## src/rtl/vga_text_pkg.sv

```systemverilog
// Shared constants, FSM state codes and address packing for the VGA text console.
package vga_text_pkg;

  localparam int ROW_BITS  = 5;
  localparam int COL_BITS  = 7;
  localparam int ADDR_BITS = ROW_BITS + COL_BITS;
  localparam int COLS      = 80;
  localparam int ROWS      = 30;

  localparam logic [COL_BITS-1:0] LAST_COL = COL_BITS'(COLS - 1);
  localparam logic [ROW_BITS-1:0] LAST_ROW = ROW_BITS'(ROWS - 1);
  localparam logic [ROW_BITS-1:0] ROW_END  = ROW_BITS'(ROWS);

  localparam logic [6:0] ASCII_BS    = 7'h08;
  localparam logic [6:0] ASCII_LF    = 7'h0A;
  localparam logic [6:0] ASCII_FF    = 7'h0C;
  localparam logic [6:0] ASCII_CR    = 7'h0D;
  localparam logic [6:0] ASCII_SPACE = 7'h20;
  localparam logic [6:0] ASCII_DEL   = 7'h7F;

  localparam logic [1:0] IDLE    = 2'd0;
  localparam logic [1:0] CLR_ROW = 2'd1;
  localparam logic [1:0] CLR_SCR = 2'd2;

  function automatic logic [ADDR_BITS-1:0] pack_addr(input logic [ROW_BITS-1:0] row,
                                                     input logic [COL_BITS-1:0] col);
    return {row, col};
  endfunction

endpackage

```

## src/rtl/text_cursor.sv

```systemverilog
// Cursor position on the text grid; advance/newline/CR/backspace/home with wrap detection.
module text_cursor
  import vga_text_pkg::*;
(
  input  logic                clk,
  input  logic                rst_n,
  input  logic                advance,
  input  logic                newline,
  input  logic                carriage,
  input  logic                backspace,
  input  logic                home,
  output logic [COL_BITS-1:0] col,
  output logic [ROW_BITS-1:0] row,
  output logic                wrap_to_top
);

  logic at_last_col;
  logic at_last_row;
  logic line_feed;

  assign at_last_col = (col == LAST_COL);
  assign at_last_row = (row == LAST_ROW);
  // Printing into the last column implies a newline as well.
  assign line_feed   = newline | (advance & at_last_col);
  assign wrap_to_top = line_feed & at_last_row;

  always_ff @(posedge clk or negedge rst_n) begin
    if (!rst_n) begin
      col <= '0;
      row <= '0;
    end else if (home) begin
      col <= '0;
      row <= '0;
    end else begin
      if (advance) begin
        col <= at_last_col ? '0 : col + 7'd1;
      end else if (carriage) begin
        col <= '0;
      end else if (backspace && col != '0) begin
        col <= col - 7'd1;
      end
      if (line_feed) begin
        row <= at_last_row ? '0 : row + 5'd1;
      end
    end
  end

endmodule

```

## src/rtl/vga_text_console.sv

```systemverilog
// Byte-stream front end: turns ASCII bytes into character-memory writes and runs row/screen clears.
module vga_text_console
  import vga_text_pkg::*;
(
  input  logic                 clk,
  input  logic                 rst_n,
  input  logic                 in_valid,
  input  logic [7:0]           in_char,
  output logic                 in_ready,
  output logic                 char_we,
  output logic [ADDR_BITS-1:0] char_addr,
  output logic [31:0]          char_value,
  output logic [COL_BITS-1:0]  cur_col,
  output logic [ROW_BITS-1:0]  cur_row,
  output logic                 busy,
  output logic [1:0]           dbg_state
);

  logic [1:0]          state;
  logic [COL_BITS-1:0] clr_col;
  logic [ROW_BITS-1:0] clr_row;
  logic [6:0]          ch;
  logic                accept;
  logic                is_print, is_cr, is_lf, is_bs, is_ff;
  logic                wrap_to_top;
  logic                clr_done;
  logic                unused_bit7;

  // Handshake: a byte transfers on a rising edge where in_valid && in_ready; in_ready is
  // high only in IDLE, and the producer holds in_char stable until the transfer happens.
  assign in_ready    = (state == IDLE);
  assign busy        = ~in_ready;
  assign dbg_state   = state;
  assign accept      = in_valid & in_ready;
  assign ch          = in_char[6:0];
  assign unused_bit7 = in_char[7];

  assign is_print = (ch >= ASCII_SPACE) && (ch != ASCII_DEL);
  assign is_cr    = (ch == ASCII_CR);
  assign is_lf    = (ch == ASCII_LF);
  assign is_bs    = (ch == ASCII_BS);
  assign is_ff    = (ch == ASCII_FF);

  // The counter runs one step past the last cell; that extra cycle lets the final write retire.
  assign clr_done = (state == CLR_ROW) ? (clr_row == 5'd1) : (clr_row == ROW_END);

  text_cursor u_cursor (
    .clk         (clk),
    .rst_n       (rst_n),
    .advance     (accept & is_print),
    .newline     (accept & is_lf),
    .carriage    (accept & is_cr),
    .backspace   (accept & is_bs),
    .home        (accept & is_ff),
    .col         (cur_col),
    .row         (cur_row),
    .wrap_to_top (wrap_to_top)
  );

  always_ff @(posedge clk or negedge rst_n) begin
    if (!rst_n) begin
      state      <= IDLE;
      clr_col    <= '0;
      clr_row    <= '0;
      char_we    <= 1'b0;
      char_addr  <= '0;
      char_value <= '0;
    end else begin
      char_we <= 1'b0;
      case (state)
        IDLE: begin
          clr_row <= '0;
          // LF/FF issue cell 0 immediately, so their clear resumes at column 1.
          clr_col <= (accept && (is_lf || is_ff)) ? 7'd1 : 7'd0;
          if (accept) begin
            if (is_print) begin
              char_we    <= 1'b1;
              char_addr  <= pack_addr(cur_row, cur_col);
              char_value <= {25'd0, ch};
              if (wrap_to_top) state <= CLR_ROW;
            end else if (is_lf && wrap_to_top) begin
              char_we    <= 1'b1;
              char_addr  <= pack_addr('0, '0);
              char_value <= {25'd0, ASCII_SPACE};
              state      <= CLR_ROW;
            end else if (is_bs && cur_col != '0) begin
              char_we    <= 1'b1;
              char_addr  <= pack_addr(cur_row, cur_col - 7'd1);
              char_value <= {25'd0, ASCII_SPACE};
            end else if (is_ff) begin
              char_we    <= 1'b1;
              char_addr  <= pack_addr('0, '0);
              char_value <= {25'd0, ASCII_SPACE};
              state      <= CLR_SCR;
            end
          end
        end
        CLR_ROW, CLR_SCR: begin
          if (clr_done) begin
            state <= IDLE;
          end else begin
            char_we    <= 1'b1;
            char_addr  <= pack_addr(clr_row, clr_col);
            char_value <= {25'd0, ASCII_SPACE};
            if (clr_col == LAST_COL) begin
              clr_col <= '0;
              clr_row <= clr_row + 5'd1;
            end else begin
              clr_col <= clr_col + 7'd1;
            end
          end
        end
        default: state <= IDLE;
      endcase
    end
  end

endmodule

```

## config.mk

```make
export PLATFORM = sky130hd
export DESIGN_NAME = vga_text_console
export DESIGN_NICKNAME = d
export VERILOG_FILES = /design/src/rtl/vga_text_pkg.sv /design/src/rtl/text_cursor.sv /design/src/rtl/vga_text_console.sv
export SDC_FILE = /design/constraint.sdc
export NUM_CORES = 1
export LEC_CHECK = 0
export ABC_CLOCK_PERIOD_IN_PS = 3000
export CAP_MARGIN = 0
export CORE_MARGIN = 8
export CORE_UTILIZATION = 30
export DETAILED_ROUTE_END_ITERATION = 8
export HOLD_SLACK_MARGIN = 0.12
export PLACE_DENSITY = 0.63
export SLEW_MARGIN = 5
export SYNTH_ARGS = -nofsm -noshare
export SYNTH_HDL_FRONTEND = slang
export SYNTH_SLANG_ARGS = --single-unit
```

## constraint.sdc

```tcl
create_clock -name clk -period 3 [get_ports clk]
set_clock_uncertainty 0.1 [all_clocks]
set_input_delay 0.6 -clock clk [delete_from_list [all_inputs] [get_ports clk]]
set_output_delay 0.6 -clock clk [all_outputs]
set_load 0.01 [all_outputs]
```

==> metrics.txt, run 1 <==
ANT cells=0; most used routing layer=met2; R2R Setup Slk=between 0.3 and 0.4 ns; Flop pwr share=0.325; Area Overhead vs Synth=26.28%; Yosys reg bits=46; Root Buffer=clkbuf_8; RR Endpoint=u_cursor.col[4]; synth top area cells=dfrtp_1, buf_4, o21ai_0, ha_1, mux2_2; fraction of layout cells with a size suffix above 1=0.1557; Tightest Pin Transition=1.035 ns; Logic pwr share=0.545; Crit Path Max Fanout=11; Slew Viols, Final=0; post-route ant nets=0; peak supply drop=a little under 300 uV; TritonCTS Buffers=5; Slew HR=0.3102; row cnt=37; crit-path leading delay family=compound AO/OA/AOI/OAI gates; gr usage total=0.1213; Static Leak=about 0.0017 uW; Max Fclk=between 0.3 and 0.4 GHz; DIE HEIGHT=between 100 and 150 microns; Max Cap Violations=0; Critical Path Max Stage Delay=about 0.55 ns; unrepaired setup endpoints after global routing=false; Clock Sinks=46; Post-Place Worst Slack=-0.01421 ns; crit path from=in_char[4]; Post-synth EDFFs=0; drt first pass iters=4; Post-CTS Resized=0; Overflow after GRT=0; end point of the critical path=char_addr[9]; CP dominant cell by count=a311o_1; switching power=1283 uW; core footprint=10280 sq um; Internal=roughly 1800 uW; Mapped Cells=roughly 350; CP required=between 3 and 4 ns; number of global-route vias before repair=around 2.9k; R2R cell count=8; setup TNS=0 ns; die width=roughly 120 microns; final setup fails=0; met1 Track Usage GR=0.1577; Seq/Total Area, Yosys=0.3636; GR Layer Usage met3=0.02808; CP max stage cell=or4b_4; DRC=0; yosys warns=0; crit path launch type=input pin; Top FF cell, synth=dfrtp_1; critical path arrival=about 2.8 ns; gp weighted congestion=just over 0.9; Stages on worst setup path=6; worst setup margin=roughly 0.32 ns; status=finished, final reports clean; die area=around 14000 sq um; Initial DRC Count=206; Setup CP Type=input pin to flop; Yosys top cell by area=dfrtp_1; Initial Util=0.3080; Clock Pin Slew Worst Setup and Hold Paths=around 0.10 ns; Top Ports=72; Crit path buffers/inverters=2; vias per inst=5.143; Yosys cell types=64; first-pass GRT wire length=around 14000 microns; I/O Buffers=45; Global Route met2 Usage=0.1939; Cell Area, Synth=approximately 3200 sq um; fill count=roughly 1.1k; RR Startpoint=u_cursor.col[0]; CP cell instances=clkdlybuf4s50_1, or4b_4, a311o_1, a311o_1, buf_12, mux2_4; Final Cycle Share=0.8917; Synth top area share=0.3636; post-route minimum period=approximately 2.7 ns; Clk pwr share=0.130; H-tree depth=2; Net Sw Frac=0.4104; worst skew pair latency=0.31 ns; final WL=roughly 8600 microns; HPWL Detailed=6615 microns; post-CTS setup buffers=0; hold crit path type=input pin to async pin; CTS tree=yes; critical path capture point type=flop; fraction of registers with async set/reset=1.000; largest net degree at the start of global routing=47; CTS Hold Bufs=0; Final Hold Viols=0; final net count=roughly 440; initial antenna violation count=0; drt wl/cell=~15 microns; syn avg cell area=9.070 sq um; P per Cell Area=between 700 and 800 nW/um^2; vias post-DR=between 2k and 3k; buffer levels on the longest clock path=2
-- worst reg2reg max path: cells and delay by family (launching register included) --
family	cells	cell delay, ns
compound gates	3	0.91
simple gates	2	0.60
flops	1	0.49
buf+inv	2	0.30
fa+ha+maj	1	0.16
-- cell usage in the layout, fill, tap and decap left out, drive strengths merged, types with 2 or more instances in the layout --
cell	Yosys	final
inv	23	24
o31ai	9	9
o2bb2ai	2	2
and3	5	5
dfrtp	46	46
o41ai	3	3
o221ai	4	4
nor2	15	15
ha	10	10
or2	4	4
a21oi	14	14
nand2b	4	4
mux2i	9	9
and2	6	6
nor4	5	5
a32oi	2	2
a211oi	3	3
clkbuf	9	5
a2bb2oi	4	4
or3	6	6
nand3	13	13
a31oi	3	3
a22o	8	8
o22ai	4	4
buf	29	37
nor2b	3	3
conb	1	25
a22oi	3	3
mux2	13	13
nor3	3	3
o21ai	27	27
nand2	27	27
o31a	2	2
a311o	2	2
nand4	3	3
nor4b	2	2
clkdlybuf4s50	0	44
-- cells by family (layout without fill, tap and decap cells) --
family	Yosys count	in the layout	synth area share
XOR/XNOR	2	2	0.005535
multiplexers	22	22	0.07826
other	1	25	0.001185
flip-flops	46	46	0.3636
AO/OA/AOI/OAI	102	102	0.2241
buffers and inverters	61	112	0.1103
AND/OR/NAND/NOR	105	105	0.1775
adder cells (fa/ha/maj)	10	10	0.03953
-- area by class of cell --
cell class	instances	area, sq um	area share
Multi-Input combinational cell	266	1755	0.4391
Sequential cell	46	1151	0.2879
Timing Repair Buffer	81	740.7	0.1853
Tap cell	136	170.2	0.04257
Inverter	23	86.33	0.02160
Clock buffer	5	68.82	0.01721
Clock inverter	3	25.02	0.006260
-- power by group through the flow --
stage	Clock (uW)	Sequential [uW]	Combinational [uW]
2_1_floorplan	0	1010	985
4_1_cts	426	1020	1720
6_report	408	1020	1700
3_3_place_gp	0	1020	1680
5_1_grt	441	1050	1870
3_5_place_dp	0	1030	1710
-- cells in the mapped netlist, types with 5 or more instances --
cell type and count:
o31ai_1 9, and2_1 6, clkbuf_1 9, or3_1 6, dfrtp_1 46, buf_4 25, ha_1 10, nand3_1 13
a21oi_1 13, mux2i_1 9, and3_1 5, nor4_1 5, o21ai_0 27, nand2_1 27, inv_1 23, mux2_2 10
a22o_1 8, nor2_1 15
-- worst min path at each step --
stage | endpoint | startpoint | slack (ns) | depth (start not counted)
6_report | u_cursor.col[4] | rst_n | 0.37 | 1
5_1_grt | char_addr[2] | char_addr[2] | 0.44 | 1
4_1_cts | clr_col[6] | clr_col[6] | 0.41 | 1
3_5_place_dp | char_addr[2] | char_addr[2] | 0.40 | 1
3_3_place_gp | char_value[5] | char_value[5] | 0.39 | 1
2_1_floorplan | char_addr[0] | rst_n | 0.20 | 0
-- state kept, by name, indices dropped and copies added, names as in the netlist --
name          cells
dbg_state         2
u_cursor.col      7
clr_col           7
clr_row           5
char_value        7
char_we           1
u_cursor.row      5
char_addr        12
-- metal layers --
metal	vias to the layer above	share of wire
met4	0	0.015
met2	80	0.47
met5	-	0
met1	1399	0.45
li1	1392	-
met3	9	0.058
-- per-stage QoR --
stage	power, uW	std cells	area [sq um]	hold slack [ns]	utilization
2_1_floorplan	1997	373	3256	0.2044	-
5_1_grt	3365	560	3998	0.4430	0.3890
3_3_place_gp	2701	552	3904	0.3926	0.3798
4_1_cts	3161	560	3998	0.4145	0.3890
6_report	3128	560	3998	0.3653	0.3890
3_5_place_dp	2737	552	3904	0.3977	0.3798
Note: power is estimated with default switching activity, not from simulation.
==> run 2, diff against run 1 <==
--- a/config.mk
+++ b/config.mk
@@ -12,6 +12,7 @@
 export DETAILED_ROUTE_END_ITERATION = 8
 export HOLD_SLACK_MARGIN = 0.12
 export PLACE_DENSITY = 0.63
+export SKIP_LAST_GASP = 1
 export SLEW_MARGIN = 5
 export SYNTH_ARGS = -nofsm -noshare
 export SYNTH_HDL_FRONTEND = slang
==> results of run 2 <==
Final layout, timing and power as in run 1 (identical DEF).
